[config.mk]
export PLATFORM = sky130hd
export DESIGN_NAME = clk_div_bank
export DESIGN_NICKNAME = d
export VERILOG_FILES = /design/src/rtl/clk_div_pkg.sv /design/src/rtl/clk_div_chan.sv /design/src/rtl/clk_div_bank.sv
export SDC_FILE = /design/constraint.sdc
export NUM_CORES = 1
export LEC_CHECK = 0
export ABC_AREA = 1
export CAP_MARGIN = 40
export CORE_UTILIZATION = 45
export DETAILED_ROUTE_END_ITERATION = 6
export DONT_BUFFER_PORTS = 1
export PLACE_DENSITY = 0.68
export SETUP_SLACK_MARGIN = 0.4
export SLEW_MARGIN = 20
export SYNTH_ARGS = -nofsm -noshare
export SYNTH_HDL_FRONTEND = slang
export SYNTH_HIERARCHICAL = 1
export SYNTH_SLANG_ARGS = --single-unit
[constraint.sdc]
create_clock -name clk_i -period 4.2 [get_ports clk_i]
set_input_delay 0.42 -clock clk_i [delete_from_list [all_inputs] [get_ports clk_i]]
set_output_delay 0.42 -clock clk_i [all_outputs]
set_load 0.05 [all_outputs]
[src/rtl/clk_div_pkg.sv]
// Shared definitions for the clock-divider bank and other slow-clock timing blocks.
package clk_div_pkg;

    // Default divisor width used by timing blocks that do not override it.
    localparam int DIV_W_DEF = 8;

    // Channel-select width: clog2 of the channel count, never narrower than one bit.
    function automatic int ch_w(input int n);
        return (n <= 2) ? 1 : $clog2(n);
    endfunction

endpackage

[src/rtl/clk_div_chan.sv]
// One divider channel: active/shadow divisor, phase counter, registered
// enable pulse and square-wave outputs. Divisor changes land only at period
// boundaries, on sync, or one edge later when the channel is disabled.
module clk_div_chan
    import clk_div_pkg::*;
#(
    parameter int DIV_W       = DIV_W_DEF,
    parameter int DEFAULT_DIV = 2
) (
    input  logic             clk_i,
    input  logic             rst,
    input  logic             wr,
    input  logic [DIV_W-1:0] wr_div,
    input  logic             sync,
    output logic             en,
    output logic             clk_out,
    output logic             pending
);

    localparam logic [DIV_W-1:0] RESET_DIV = DIV_W'(DEFAULT_DIV);
    localparam logic [DIV_W:0]   ONE_X     = (DIV_W + 1)'(1);

    logic [DIV_W-1:0] ph;
    logic [DIV_W-1:0] d_act;
    logic [DIV_W-1:0] d_sh;

    logic             wrap;
    logic             high;
    logic             apply;
    logic [DIV_W-1:0] new_div;
    logic [DIV_W:0]   half_up;

    // Decode the period boundary, the high/low half and the divisor to apply.
    // NOTE: every signal assigned here gets a value on every path, so no latch is inferred.
    always_comb begin
        wrap    = 1'b0;
        high    = 1'b0;
        half_up = '0;
        if (d_act != '0) begin
            wrap    = (ph == d_act - 1'b1);
            half_up = ({1'b0, d_act} + ONE_X) >> 1;
            high    = ({1'b0, ph} < half_up);
        end
        // A write on the applying edge goes straight through to the active divisor.
        apply   = wr | pending;
        new_div = wr ? wr_div : d_sh;
    end

    // Channel state: reset, then sync, then disabled-channel apply, then count/wrap.
    // NOTE: sequential state uses non-blocking assignments so all registers update together.
    // NOTE: every register here is a plain flop (no memory array), so all of them are reset.
    always_ff @(posedge clk_i) begin
        if (!rst) begin
            ph      <= '0;
            d_act   <= RESET_DIV;
            d_sh    <= RESET_DIV;
            pending <= 1'b0;
            en      <= 1'b0;
            clk_out <= 1'b0;
        end else if (sync) begin
            ph      <= '0;
            en      <= 1'b0;
            clk_out <= 1'b0;
            if (apply) begin
                d_act   <= new_div;
                d_sh    <= new_div;
                pending <= 1'b0;
            end
        end else if (d_act == '0) begin
            // Disabled: outputs held low; a pending divisor is picked up one edge
            // after it was written, and a fresh write restarts that wait.
            ph      <= '0;
            en      <= 1'b0;
            clk_out <= 1'b0;
            if (wr) begin
                d_sh    <= wr_div;
                pending <= 1'b1;
            end else if (pending) begin
                d_act   <= d_sh;
                pending <= 1'b0;
            end
        end else begin
            en      <= wrap;
            clk_out <= high;
            if (wrap) begin
                ph <= '0;
                if (apply) begin
                    d_act   <= new_div;
                    d_sh    <= new_div;
                    pending <= 1'b0;
                end
            end else begin
                ph <= ph + 1'b1;
                if (wr) begin
                    d_sh    <= wr_div;
                    pending <= 1'b1;
                end
            end
        end
    end

endmodule

[src/rtl/clk_div_bank.sv]
// Bank of NCH independent integer clock dividers sharing one clock.
// The top level only decodes the configuration channel select; writes to a
// channel index at or beyond NCH match no channel and are dropped.
module clk_div_bank
    import clk_div_pkg::*;
#(
    parameter int  NCH         = 4,
    parameter int  DIV_W       = DIV_W_DEF,
    parameter int  DEFAULT_DIV = 2,
    localparam int CH_W        = ch_w(NCH)
) (
    input  logic             clk_i,
    input  logic             rst,
    input  logic             cfg_we,
    input  logic [CH_W-1:0]  cfg_ch,
    input  logic [DIV_W-1:0] cfg_div,
    input  logic             sync_i,
    output logic [NCH-1:0]   en_o,
    output logic [NCH-1:0]   clk_o,
    output logic [NCH-1:0]   pending_o
);

    logic [NCH-1:0] wr;

    // One-hot write strobe per channel; out-of-range selects leave it all zero.
    always_comb begin
        wr = '0;
        for (int c = 0; c < NCH; c++) begin
            if (cfg_we && (cfg_ch == CH_W'(c))) begin
                wr[c] = 1'b1;
            end
        end
    end

    for (genvar c = 0; c < NCH; c++) begin : g_chan
        clk_div_chan #(
            .DIV_W       (DIV_W),
            .DEFAULT_DIV (DEFAULT_DIV)
        ) u_chan (
            .clk_i   (clk_i),
            .rst     (rst),
            .wr      (wr[c]),
            .wr_div  (cfg_div),
            .sync    (sync_i),
            .en      (en_o[c]),
            .clk_out (clk_o[c]),
            .pending (pending_o[c])
        );
    end

endmodule

==> results of run 1 <==
==> critical path, stage by stage, from the launching register on <==
cell and delay [ns]:
sky130_fd_sc_hd__dfxtp_1 0.58, sky130_fd_sc_hd__inv_1 0.14, sky130_fd_sc_hd__nor3_1 0.26, sky130_fd_sc_hd__inv_1 0.07, sky130_fd_sc_hd__nor2_1 0.16, sky130_fd_sc_hd__nand3_1 0.11
sky130_fd_sc_hd__xor2_1 0.16, sky130_fd_sc_hd__ha_1 0.19, sky130_fd_sc_hd__a2111oi_0 0.40, sky130_fd_sc_hd__o21a_1 0.17
==> flip-flops by register name, summed over array words and instances, names as in the netlist <==
| register | count |
|---|---|
| g_chan.u_chan/d_act | 32 |
| g_chan.u_chan/d_sh | 32 |
| g_chan.u_chan/ph | 32 |
| g_chan.u_chan/clk_out | 4 |
| g_chan.u_chan/en | 4 |
| g_chan.u_chan/pending | 4 |
==> routing by layer <==
metal | track usage (%) | share of wire, % | up-vias
met1 | 24.6 | 48 | 2948
met5 | 0 | 0 | -
met4 | 4.53 | 1.4 | 0
li1 | - | - | 3671
met2 | 32.8 | 47 | 68
met3 | 4.02 | 3.2 | 11
==> power groups by stage <==
| stage | clock (W) | sequential [W] | combinational (W) |
|---|---|---|---|
| 2_1_floorplan | 0 | 0.00122 | 0.000929 |
| 3_3_place_gp | 0 | 0.00130 | 0.000941 |
| 3_5_place_dp | 0 | 0.00130 | 0.000958 |
| 4_1_cts | 0.000867 | 0.00128 | 0.000965 |
| 5_1_grt | 0.000907 | 0.00130 | 0.00111 |
| 6_report | 0.000837 | 0.00128 | 0.000963 |
==> final cells by class <==
type,count,area (sq um)
clock buffers,11,243
clock inverters,5,43.8
fillers,1749,8680
inverters,161,604
multi-input cells,859,4620
flip-flops and latches,108,2160
well taps,220,275
repair buffers,2,15.0
==> layout by cell type (no fill, tap or decap), types with 13 or more instances in the layout <==
cell,count
sky130_fd_sc_hd__nor2_2,14
sky130_fd_sc_hd__o21ai_1,24
sky130_fd_sc_hd__ha_1,40
sky130_fd_sc_hd__inv_2,13
sky130_fd_sc_hd__nor2_1,137
sky130_fd_sc_hd__nand3_1,115
sky130_fd_sc_hd__o21ai_0,62
sky130_fd_sc_hd__nor2_4,14
sky130_fd_sc_hd__dfxtp_1,108
sky130_fd_sc_hd__inv_1,146
sky130_fd_sc_hd__nand2_1,275
sky130_fd_sc_hd__xor2_1,37
sky130_fd_sc_hd__a21oi_1,38
==> metrics by stage <==
stage | hold WS [ns] | instance area (sq um)
final | 0.158 | 7970
after global routing | 0.135 | 7970
after CTS | 0.138 | 7950
after detailed placement | 0.456 | 7660
after global placement | 0.451 | 7660
after floorplan | 0.430 | 7700
==> how the worst max path moves through the flow <==
| stage | startpoint | end | cells past startpoint |
|---|---|---|---|
| 5_1_grt | g_chan[0].u_chan/d_act[2] | g_chan[0].u_chan/clk_out | 9 |
| 3_3_place_gp | cfg_ch[1] | g_chan[1].u_chan/d_act[7] | 12 |
| 6_report | g_chan[0].u_chan/d_act[2] | g_chan[0].u_chan/clk_out | 9 |
| 4_1_cts | g_chan[0].u_chan/d_act[2] | g_chan[0].u_chan/clk_out | 9 |
| 3_5_place_dp | cfg_ch[1] | g_chan[1].u_chan/d_act[7] | 12 |
| 2_1_floorplan | g_chan[0].u_chan/d_act[0] | g_chan[0].u_chan/clk_out | 9 |
==> cells by family after synthesis <==
family	count (synthesis)
compound gates	158
xor+xnor	43
simple gates	618
buf+inv	205
flops	108
fa+ha+maj	40
==> impl_metrics.xml, run 1 <==
<?xml version="1.0" encoding="UTF-8"?>
<metrics>
  <group name="run_status">
    <metric name="outcome" unit="">completed</metric>
  </group>
  <group name="job">
    <metric name="max_cap_viol_count" unit="">0</metric>
  </group>
  <group name="pwr">
    <metric name="sequentialPowerShare" unit="%">41.6</metric>
    <metric name="pwr-share-comb" unit="%">31.2</metric>
    <metric name="power.share.clock" unit="%">27.2</metric>
    <metric name="peakVddDrop" unit="mV">0.233</metric>
    <metric name="cellInternalPower" unit="W">0.00191</metric>
    <metric name="power.leakage" unit="nW">3.55</metric>
    <metric name="power.switching_fraction" unit="%">38.0</metric>
    <metric name="power.density_cell_area" unit="nW/um^2">387</metric>
    <metric name="p_sw" unit="W">0.00117</metric>
    <metric name="post-layout-total-power" unit="W">0.00308</metric>
  </group>
  <group name="global_route">
    <metric name="grt_overflow" unit="">0</metric>
    <metric name="grt_pass1_wl" unit="mm">27.8</metric>
    <metric name="grt_util_all_layers" unit="%">19.2</metric>
    <metric name="antenna_found_initial" unit="">0</metric>
    <metric name="maximum_number_of_pins_on_one_net_before_global_route_repair" unit="">43</metric>
    <metric name="grt_pass1_vias" unit="">5916</metric>
  </group>
  <group name="synth">
    <metric name="synth-compound-area-share" unit="%">11.5</metric>
    <metric name="yosysSeqAreaShare" unit="%">28.1</metric>
    <metric name="yosys_most_used_dff" unit="">sky130_fd_sc_hd__dfxtp_1</metric>
    <metric name="synth_top_family_by_area" unit="">simple AND/OR/NAND/NOR gates</metric>
    <metric name="yosys-top-cells-count" unit="">sky130_fd_sc_hd__nand2_1 (275), sky130_fd_sc_hd__inv_1 (146), sky130_fd_sc_hd__nor2_1 (137)</metric>
    <metric name="synth-edff-count" unit="">0</metric>
    <metric name="async_set_or_reset_flop_fraction_in_the_synthesized_netlist" unit="%">0</metric>
    <metric name="synth.top_cell.area_share" unit="%">28.1</metric>
    <metric name="synth_adder_area_share" unit="%">6.50</metric>
    <metric name="largest_cells_by_area_after_synthesis" unit="">sky130_fd_sc_hd__dfxtp_1 (28%), sky130_fd_sc_hd__nand2_1 (13%), sky130_fd_sc_hd__nand3_1 (7.5%)</metric>
    <metric name="synth.cell_area" unit="sq um">7700</metric>
    <metric name="yosys.area_share.simple" unit="%">37.1</metric>
    <metric name="ys.warnings.count" unit="">6</metric>
    <metric name="synthXorXnorAreaFrac" unit="%">4.89</metric>
    <metric name="postSynthCellCount" unit="">1172</metric>
    <metric name="yosys.cell_count.top_type" unit="">sky130_fd_sc_hd__nand2_1</metric>
    <metric name="synthesis.nets" unit="">1226</metric>
    <metric name="netlist-cell-type-count" unit="">42</metric>
    <metric name="post-synth-top-area-cell" unit="">sky130_fd_sc_hd__dfxtp_1</metric>
    <metric name="synth-seq-cells" unit="">108</metric>
    <metric name="mux_cell_area_share_after_synthesis" unit="%">0</metric>
    <metric name="avgSynthCellArea" unit="sq um">6.57</metric>
  </group>
  <group name="drt">
    <metric name="detail_route.wl_per_cell" unit="microns">12.0</metric>
    <metric name="total_wirelength_of_the_detailed_routed_design" unit="mm">16.4</metric>
    <metric name="avgViaCountPerCell" unit="">4.90</metric>
    <metric name="drt_first_pass_iters" unit="">5</metric>
    <metric name="vias" unit="">6698</metric>
    <metric name="first_iter_violations" unit="">397</metric>
    <metric name="antenna_violating_nets_post_route" unit="">0</metric>
    <metric name="post-route-drc-count" unit="">0</metric>
  </group>
  <group name="timing">
    <metric name="timing.final.max_slew_violations" unit="">0</metric>
    <metric name="relSlewSlack" unit="%">45.0</metric>
    <metric name="setup_viol" unit="">0</metric>
    <metric name="worst_pin_slew" unit="ns">0.823</metric>
    <metric name="timing.fmax" unit="MHz">437</metric>
    <metric name="setup_tns" unit="ns">0</metric>
    <metric name="finalHoldViolCount" unit="">0</metric>
    <metric name="finalWorstPathRequiredPeriod" unit="ns">2.29</metric>
    <metric name="clock-skew-final" unit="ns">0.00633</metric>
    <metric name="grt_setup_unrepaired" unit="">false</metric>
    <metric name="final_critical_path_share_of_the_clock_period" unit="%">54.5</metric>
    <metric name="worst_slack" unit="ns">1.91</metric>
  </group>
  <group name="cells_and_area">
    <metric name="antenna_cells_inserted" unit="">0</metric>
    <metric name="area.growth.synth_to_final" unit="%">3.46</metric>
    <metric name="post_route_cells_drive_above_1_share" unit="%">8.90</metric>
    <metric name="utilization_of_the_core_after_routing" unit="%">47.9</metric>
    <metric name="design.final.nets" unit="">1195</metric>
    <metric name="stdcell_count" unit="">1366</metric>
  </group>
  <group name="setup_path">
    <metric name="crit_path_start_kind" unit="">flop</metric>
    <metric name="timing.setup.critical_path_class" unit="">reg -&gt; reg</metric>
    <metric name="worst_ep_required_time" unit="ns">4.50</metric>
    <metric name="r2r.worst_path.cells" unit="">9</metric>
    <metric name="regToRegStartpoint" unit="">g_chan[0].u_chan/d_act[2]</metric>
    <metric name="rr_endpoint" unit="">g_chan[0].u_chan/clk_out</metric>
    <metric name="cp-end-kind" unit="">flop</metric>
    <metric name="timing.reg2reg.setup_slack" unit="ns">1.91</metric>
    <metric name="critical_path_peak_fanout" unit="">9</metric>
    <metric name="worstPathArrival" unit="ns">2.59</metric>
  </group>
  <group name="floorplan">
    <metric name="die_y" unit="microns">133</metric>
    <metric name="die_w" unit="microns">133</metric>
    <metric name="rows" unit="">47</metric>
    <metric name="start_util" unit="%">46.3</metric>
    <metric name="floorplan.core_area" unit="sq um">16600</metric>
    <metric name="die-area" unit="sq um">17600</metric>
    <metric name="io-pin-count" unit="">26</metric>
  </group>
  <group name="clocking">
    <metric name="insertion_delay" unit="ns">0.36</metric>
    <metric name="clock_tree.htree_level_count" unit="">3</metric>
    <metric name="tritoncts" unit="">built</metric>
    <metric name="clk_pin_slew_worst_paths" unit="ns">0.08</metric>
    <metric name="cts_inserted_buffers" unit="">9</metric>
    <metric name="holdBufCountCts" unit="">0</metric>
    <metric name="clockRootBuffer" unit="">sky130_fd_sc_hd__clkbuf_16</metric>
    <metric name="max-clock-path-buffers" unit="">2</metric>
    <metric name="postCtsSetupBuffers" unit="">0</metric>
    <metric name="clock_sinks" unit="">108</metric>
    <metric name="cts_resized" unit="">0</metric>
  </group>
  <group name="placement">
    <metric name="place_ws" unit="ns">1.91</metric>
    <metric name="dp_hpwl" unit="mm">12.2</metric>
    <metric name="port_buffers" unit="">0</metric>
    <metric name="numPlacedInstances" unit="">1348</metric>
    <metric name="routabilityCongestion" unit="">0.801</metric>
  </group>
  <group name="min_path">
    <metric name="hold-path-cell-count" unit="">1</metric>
    <metric name="hold_path.startpoint" unit="">sync_i</metric>
    <metric name="hold_path.class" unit="">in -&gt; reg</metric>
    <metric name="worst_hold_path.endpoint" unit="">g_chan[3].u_chan/en</metric>
  </group>
</metrics>
No activity file was read; power rests on OpenSTA's default activity.
==> run 2: changes to the inputs <==
- clock period: 4.2 -> 2.3 ns (I/O delays scaled with it)
==> run 2 against run 1 <==
  * Final cell count up 2.9%
  * Utilization is 5.4 points higher
  * Maximum frequency is 21% higher
  * First-iteration DRC count decreased by 12%
  * Routed wire length is 10% higher
  * Cell area up 11%
  * Via count is 4.7% higher
  * Global-route usage increased by 1.4 points
  * Die area unchanged
  * Register-to-register slack worse by 1.5 ns
==> impl_metrics.xml, run 2 (synthesized netlist as in run 1, its figures left out) <==
<?xml version="1.0" encoding="UTF-8"?>
<metrics>
  <group name="run_status">
    <metric name="outcome" unit="">completed</metric>
  </group>
  <group name="timing">
    <metric name="timing.fmax" unit="MHz">529</metric>
    <metric name="relSlewSlack" unit="%">67.2</metric>
    <metric name="grt_setup_unrepaired" unit="">true</metric>
    <metric name="setup_tns" unit="ns">0</metric>
    <metric name="finalWorstPathRequiredPeriod" unit="ns">1.89</metric>
    <metric name="clock-skew-final" unit="ns">0.00833</metric>
    <metric name="timing.final.max_slew_violations" unit="">0</metric>
    <metric name="finalHoldViolCount" unit="">0</metric>
    <metric name="final_critical_path_share_of_the_clock_period" unit="%">82.3</metric>
    <metric name="setup_viol" unit="">0</metric>
    <metric name="worst_pin_slew" unit="ns">0.491</metric>
  </group>
  <group name="clocking">
    <metric name="cts_inserted_buffers" unit="">9</metric>
    <metric name="max-clock-path-buffers" unit="">2</metric>
    <metric name="insertion_delay" unit="ns">0.37</metric>
    <metric name="clock_tree.htree_level_count" unit="">3</metric>
    <metric name="tritoncts" unit="">built</metric>
    <metric name="clk_pin_slew_worst_paths" unit="ns">0.08</metric>
    <metric name="clock_sinks" unit="">108</metric>
    <metric name="clockRootBuffer" unit="">sky130_fd_sc_hd__clkbuf_16</metric>
  </group>
  <group name="pwr">
    <metric name="power.density_cell_area" unit="nW/um^2">689</metric>
    <metric name="power.leakage" unit="nW">3.86</metric>
    <metric name="peakVddDrop" unit="mV">0.394</metric>
    <metric name="post-layout-total-power" unit="W">0.00611</metric>
  </group>
  <group name="cells_and_area">
    <metric name="post_route_cells_drive_above_1_share" unit="%">19.0</metric>
    <metric name="largestRegisters" unit="">g_chan.u_chan/d_act: 32 flops, g_chan.u_chan/d_sh: 32 flops, g_chan.u_chan/ph: 32 flops</metric>
    <metric name="design.final.nets" unit="">1235</metric>
    <metric name="area.growth.synth_to_final" unit="%">15.2</metric>
    <metric name="layout.cells.most_common" unit="">sky130_fd_sc_hd__nand2_1</metric>
    <metric name="mostFrequentLayoutCells" unit="">sky130_fd_sc_hd__nand2_1 (270), sky130_fd_sc_hd__inv_1 (139), sky130_fd_sc_hd__nor2_1 (123)</metric>
    <metric name="antenna_cells_inserted" unit="">0</metric>
  </group>
  <group name="placement">
    <metric name="dp_hpwl" unit="mm">12.4</metric>
    <metric name="routabilityCongestion" unit="">0.830</metric>
    <metric name="port_buffers" unit="">0</metric>
  </group>
  <group name="drt">
    <metric name="post-route-drc-count" unit="">0</metric>
    <metric name="antenna_violating_nets_post_route" unit="">0</metric>
    <metric name="vias" unit="">7013</metric>
    <metric name="detail_route.wl_per_cell" unit="microns">12.9</metric>
    <metric name="avgViaCountPerCell" unit="">4.99</metric>
    <metric name="drt_first_pass_iters" unit="">5</metric>
    <metric name="first_iter_violations" unit="">348</metric>
    <metric name="total_wirelength_of_the_detailed_routed_design" unit="mm">18.1</metric>
  </group>
  <group name="global_route">
    <metric name="grt_pass1_vias" unit="">6221</metric>
    <metric name="grt_util_all_layers" unit="%">20.6</metric>
    <metric name="grt_overflow" unit="">0</metric>
    <metric name="grt_pass1_wl" unit="mm">29.7</metric>
    <metric name="antenna_found_initial" unit="">0</metric>
    <metric name="maximum_number_of_pins_on_one_net_before_global_route_repair" unit="">33</metric>
  </group>
  <group name="floorplan">
    <metric name="die-area" unit="sq um">17600</metric>
    <metric name="rows" unit="">47</metric>
    <metric name="die_y" unit="microns">133</metric>
    <metric name="floorplan.core_area" unit="sq um">16600</metric>
    <metric name="io-pin-count" unit="">26</metric>
    <metric name="start_util" unit="%">46.3</metric>
    <metric name="die_w" unit="microns">133</metric>
  </group>
  <group name="job">
    <metric name="max_cap_viol_count" unit="">0</metric>
  </group>
  <group name="setup_path">
    <metric name="cp-end-kind" unit="">flop</metric>
    <metric name="worstPathArrival" unit="ns">2.18</metric>
    <metric name="timing.setup.critical_path_class" unit="">reg -&gt; reg</metric>
    <metric name="worst_ep_required_time" unit="ns">2.59</metric>
    <metric name="critical_path_peak_fanout" unit="">4</metric>
    <metric name="crit_path_start_kind" unit="">flop</metric>
  </group>
  <group name="min_path">
    <metric name="hold_path.class" unit="">in -&gt; reg</metric>
  </group>
</metrics>
[run 2: changes by cell type in the layout (fill, tap and decap cells not counted), moves of 7 or more]
cell                      delta
sky130_fd_sc_hd__buf_4      +34
sky130_fd_sc_hd__dfxtp_1    -16
sky130_fd_sc_hd__nand3_1    -15
sky130_fd_sc_hd__nor2_1     -14
sky130_fd_sc_hd__ha_1       -11
sky130_fd_sc_hd__nand3_2    +10
sky130_fd_sc_hd__dfxtp_4     +9
sky130_fd_sc_hd__nor2_2      +9
sky130_fd_sc_hd__ha_4        +8
sky130_fd_sc_hd__dfxtp_2     +7
sky130_fd_sc_hd__inv_1       -7
[run 2: metal layers]
layer | up-vias | share of wire, % | track usage, %
li1 | 3765 | - | -
met1 | 3165 | 47 | 26.3
met2 | 69 | 50 | 35.5
met3 | 14 | 2.7 | 4.48
met4 | 0 | 0.76 | 3.83
met5 | - | 0 | 0
[run 2: path summary, 6_finish.rpt]
path | start | end | slack, ns | depth (start not counted)
worst max-delay path | g_chan[3].u_chan/d_act[0] | g_chan[3].u_chan/clk_out | 0.41 | 9
worst min-delay path | cfg_div[4] | g_chan[3].u_chan/d_sh[4] | 0.07 | 2
worst max register to register | g_chan[3].u_chan/d_act[0] | g_chan[3].u_chan/clk_out | 0.41 | 9
worst min register to register | g_chan[3].u_chan/ph[0] | g_chan[3].u_chan/ph[0] | 0.49 | 1
[run 2: power by group]
group	switching (W)	internal, W
Sequential	0.000296	0.00204
Clock	0.000798	0.000766
Combinational	0.00132	0.000898
[run 2: metrics by stage]
stage / setup slack [ns] / std cells / cell area, sq um / util (%) / hold slack [ns]
floorplan: 0.402 / 1172 / 7700 / - / 0.309
global placement: 0.254 / 1366 / 7800 / 46.9 / 0.328
detailed placement: 0.189 / 1366 / 7800 / 46.9 / 0.329
CTS: 0.361 / 1387 / 8230 / 49.4 / 0.0392
global route: 0.314 / 1406 / 8870 / 53.3 / 0.0741
finish: 0.408 / 1406 / 8870 / 53.3 / 0.0652
[run 2: layout make-up]
type	count	area, sq um
tap	220	275
sequential	108	2200
timing repair buffer	39	320
inverter	161	632
clock buffer	9	225
fill	1575	7770
clock inverter	7	72.6
multi-input combinational	862	5140
[run 2: worst max-delay path, cell delays in order, from the launching register on]
cell	delay, ns
sky130_fd_sc_hd__dfxtp_4	0.40
sky130_fd_sc_hd__buf_12	0.11
sky130_fd_sc_hd__ha_4	0.15
sky130_fd_sc_hd__nand3_4	0.10
sky130_fd_sc_hd__nor2_4	0.16
sky130_fd_sc_hd__xor2_2	0.18
sky130_fd_sc_hd__ha_1	0.27
sky130_fd_sc_hd__a21oi_1	0.19
sky130_fd_sc_hd__a21oi_2	0.08
sky130_fd_sc_hd__nor3_2	0.17
[run 2: what timing repair did]
item                       4_1_cts  5_1_grt
setup buffers                    1       18
gates resized for setup         31      107
hold endpoints to repair        33        0
pin swaps                        4       41
cloned                           2        1
hold buffers                     2        0
setup endpoints to repair       59       76
==> run 3: changes to the inputs <==
- PLACE_DENSITY: 0.68 -> 0.7
- clock period: 2.3 -> 1.5 ns (I/O delays scaled with it)
==> run 3 against run 2 <==
  * The flow now finishes with violations (negative hold slack, negative setup slack)
  * Count of clock-buffer cells in the layout grew 1
  * First-iteration DRC count increased by 51%
  * Sequential cell count did not move
  * Sequential share of layout area shrank 3.3 points
  * Critical path depth is 3 higher
  * Global-route usage grew 2.4 points
  * Setup slack worse by 0.82 ns
  * Critical path type unchanged
==> impl_metrics.xml, run 3 (synthesized netlist as in run 1, its figures left out) <==
<?xml version="1.0" encoding="UTF-8"?>
<metrics>
  <group name="cells_and_area">
    <metric name="area.growth.synth_to_final" unit="%">33.6</metric>
    <metric name="design.final.nets" unit="">1366</metric>
    <metric name="largestRegisters" unit="">g_chan.u_chan/d_act: 32 flops, g_chan.u_chan/d_sh: 32 flops, g_chan.u_chan/ph: 32 flops</metric>
    <metric name="post_route_cells_drive_above_1_share" unit="%">32.6</metric>
    <metric name="antenna_cells_inserted" unit="">0</metric>
    <metric name="layout.cells.most_common" unit="">sky130_fd_sc_hd__nand2_1</metric>
    <metric name="stdcell_count" unit="">1537</metric>
    <metric name="mostFrequentLayoutCells" unit="">sky130_fd_sc_hd__nand2_1 (256), sky130_fd_sc_hd__buf_4 (139), sky130_fd_sc_hd__inv_1 (133)</metric>
  </group>
  <group name="clocking">
    <metric name="clk_pin_slew_worst_paths" unit="ns">0.08</metric>
    <metric name="max-clock-path-buffers" unit="">2</metric>
    <metric name="cts_inserted_buffers" unit="">9</metric>
    <metric name="clock_tree.htree_level_count" unit="">3</metric>
    <metric name="clockRootBuffer" unit="">sky130_fd_sc_hd__clkbuf_16</metric>
    <metric name="clock_sinks" unit="">108</metric>
    <metric name="tritoncts" unit="">built</metric>
    <metric name="insertion_delay" unit="ns">0.36</metric>
  </group>
  <group name="global_route">
    <metric name="antenna_found_initial" unit="">0</metric>
    <metric name="grt_util_all_layers" unit="%">23.0</metric>
    <metric name="grt_pass1_wl" unit="mm">33.1</metric>
    <metric name="grt_pass1_vias" unit="">7141</metric>
    <metric name="maximum_number_of_pins_on_one_net_before_global_route_repair" unit="">43</metric>
    <metric name="grt_overflow" unit="">0</metric>
  </group>
  <group name="timing">
    <metric name="finalHoldViolCount" unit="">43</metric>
    <metric name="worst_slack" unit="ns">-0.414</metric>
    <metric name="setup_viol" unit="">76</metric>
    <metric name="finalWorstPathRequiredPeriod" unit="ns">1.91</metric>
    <metric name="worst_pin_slew" unit="ns">0.583</metric>
    <metric name="grt_setup_unrepaired" unit="">true</metric>
    <metric name="timing.fmax" unit="MHz">522</metric>
    <metric name="whs" unit="ns">-0.0944</metric>
    <metric name="final_critical_path_share_of_the_clock_period" unit="%">128</metric>
    <metric name="clock-skew-final" unit="ns">0.00984</metric>
    <metric name="timing.final.max_slew_violations" unit="">0</metric>
    <metric name="relSlewSlack" unit="%">61.1</metric>
  </group>
  <group name="drt">
    <metric name="post-route-drc-count" unit="">0</metric>
    <metric name="avgViaCountPerCell" unit="">5.12</metric>
    <metric name="m1WireLength" unit="mm">9.21</metric>
    <metric name="routed_length_on_met2" unit="mm">10.4</metric>
    <metric name="drt_first_pass_iters" unit="">5</metric>
    <metric name="wl_met3" unit="mm">1.02</metric>
    <metric name="detail_route.wl_per_cell" unit="microns">13.6</metric>
    <metric name="topmost_layer_with_routed_signal_wires" unit="">met4</metric>
    <metric name="total_wirelength_of_the_detailed_routed_design" unit="mm">21.0</metric>
    <metric name="first_iter_violations" unit="">527</metric>
    <metric name="antenna_violating_nets_post_route" unit="">0</metric>
    <metric name="vias" unit="">7873</metric>
  </group>
  <group name="pwr">
    <metric name="power.leakage" unit="nW">4.59</metric>
    <metric name="pwr-share-comb" unit="%">43.1</metric>
    <metric name="peakVddDrop" unit="mV">0.667</metric>
    <metric name="power.density_cell_area" unit="nW/um^2">1000</metric>
    <metric name="cellInternalPower" unit="W">0.00628</metric>
    <metric name="power.switching_fraction" unit="%">39.2</metric>
    <metric name="power.share.clock" unit="%">23.1</metric>
    <metric name="sequentialPowerShare" unit="%">33.8</metric>
    <metric name="p_sw" unit="W">0.00404</metric>
  </group>
  <group name="job">
    <metric name="max_cap_viol_count" unit="">0</metric>
  </group>
  <group name="setup_path">
    <metric name="crit_path_start_kind" unit="">flop</metric>
    <metric name="timing.reg2reg.setup_slack" unit="ns">-0.41</metric>
    <metric name="critical_path_peak_fanout" unit="">5</metric>
    <metric name="worstPathArrival" unit="ns">2.17</metric>
    <metric name="timing.setup.critical_path_class" unit="">reg -&gt; reg</metric>
    <metric name="cp-end-kind" unit="">flop</metric>
    <metric name="r2r.worst_path.cells" unit="">12</metric>
    <metric name="worst_ep_required_time" unit="ns">1.75</metric>
  </group>
  <group name="floorplan">
    <metric name="die-area" unit="sq um">17600</metric>
    <metric name="start_util" unit="%">46.3</metric>
    <metric name="die_y" unit="microns">133</metric>
    <metric name="die_w" unit="microns">133</metric>
    <metric name="rows" unit="">47</metric>
    <metric name="io-pin-count" unit="">26</metric>
    <metric name="floorplan.core_area" unit="sq um">16600</metric>
  </group>
  <group name="placement">
    <metric name="routabilityCongestion" unit="">0.868</metric>
    <metric name="numPlacedInstances" unit="">1487</metric>
    <metric name="dp_hpwl" unit="mm">13.6</metric>
    <metric name="port_buffers" unit="">0</metric>
    <metric name="place_ws" unit="ns">-0.376</metric>
  </group>
  <group name="min_path">
    <metric name="hold-path-cell-count" unit="">1</metric>
    <metric name="hold_path.class" unit="">in -&gt; reg</metric>
  </group>
  <group name="run_status">
    <metric name="violations" unit="">negative hold slack, negative setup slack</metric>
    <metric name="outcome" unit="">finished, violations left</metric>
  </group>
</metrics>
[run 3: cell count changes in the layout (fill, tap and decap cells not counted), moves of 10 or more]
cell	previous run	this run
sky130_fd_sc_hd__buf_4	36	139
sky130_fd_sc_hd__nand3_1	100	80
sky130_fd_sc_hd__nand3_2	18	35
sky130_fd_sc_hd__nor2_1	123	106
sky130_fd_sc_hd__nor2_2	23	40
sky130_fd_sc_hd__nand2_1	270	256
sky130_fd_sc_hd__nand2_2	7	18
sky130_fd_sc_hd__buf_6	0	10
[run 3: stage by stage]
step                      util, %  power, W  instance area (sq um)  setup TNS [ns]
after floorplan                 -   0.00623                   7990           -7.15
after global placement       54.4   0.00714                   9050          -15.74
after detailed placement     54.4   0.00724                   9050          -17.31
after CTS                    58.8   0.00993                   9790          -17.94
after global routing         61.8    0.0110                  10300          -29.47
final                        61.8    0.0103                  10300          -21.46
[run 3: final timing paths]
check | to | startpoint
worst min-delay path | g_chan[0].u_chan/d_act[1] | rst
worst max-delay path | g_chan[3].u_chan/pending | g_chan[3].u_chan/d_act[1]
worst min register to register | g_chan[3].u_chan/d_act[1] | g_chan[3].u_chan/d_act[1]
worst max register to register | g_chan[3].u_chan/pending | g_chan[3].u_chan/d_act[1]
[run 3: repair_timing]
action / in CTS / in global routing
hold buffers: 9 / 1
endpoints found under the setup margin: 87 / 80
gates cloned: 3 / 5
buffers inserted: 3 / 13
resized for setup: 65 / 90
endpoints found under the hold margin: 62 / 66
pin swaps: 23 / 39
[run 3: per-layer routing]
metal  vias up  GRT usage, %
li1       4025             -
met1      3643          29.1
met2       175          39.2
met3        30          5.06
met4         0          5.81
met5         -             0
[run 3: cell type report]
type	count	area, sq um
Fill cell	1410	6350
Multi-Input combinational cell	867	5500
Sequential cell	108	2220
Timing Repair Buffer	165	1380
Inverter	161	636
Tap cell	220	275
Clock buffer	10	239
Clock inverter	6	48.8
[run 3: power by group through the flow]
stage / sequential [W] / combinational [W] / clock (W)
6_report: 0.00349 / 0.00445 / 0.00238
5_1_grt: 0.00353 / 0.00492 / 0.00258
4_1_cts: 0.00348 / 0.00399 / 0.00246
3_5_place_dp: 0.00353 / 0.00371 / 0
3_3_place_gp: 0.00352 / 0.00362 / 0
2_1_floorplan: 0.00344 / 0.00279 / 0
[run 3: critical path, stage by stage, from the launching register on]
cell and delay, ns:
sky130_fd_sc_hd__dfxtp_2 0.37, sky130_fd_sc_hd__inv_2 0.07, sky130_fd_sc_hd__ha_4 0.27, sky130_fd_sc_hd__inv_2 0.03, sky130_fd_sc_hd__nand2_2 0.05, sky130_fd_sc_hd__nand2_2 0.05
sky130_fd_sc_hd__nor2_2 0.12, sky130_fd_sc_hd__nand4_1 0.13, sky130_fd_sc_hd__nor2_2 0.15, sky130_fd_sc_hd__nand3_4 0.18, sky130_fd_sc_hd__buf_6 0.20, sky130_fd_sc_hd__nand3_4 0.11
sky130_fd_sc_hd__o22ai_1 0.08
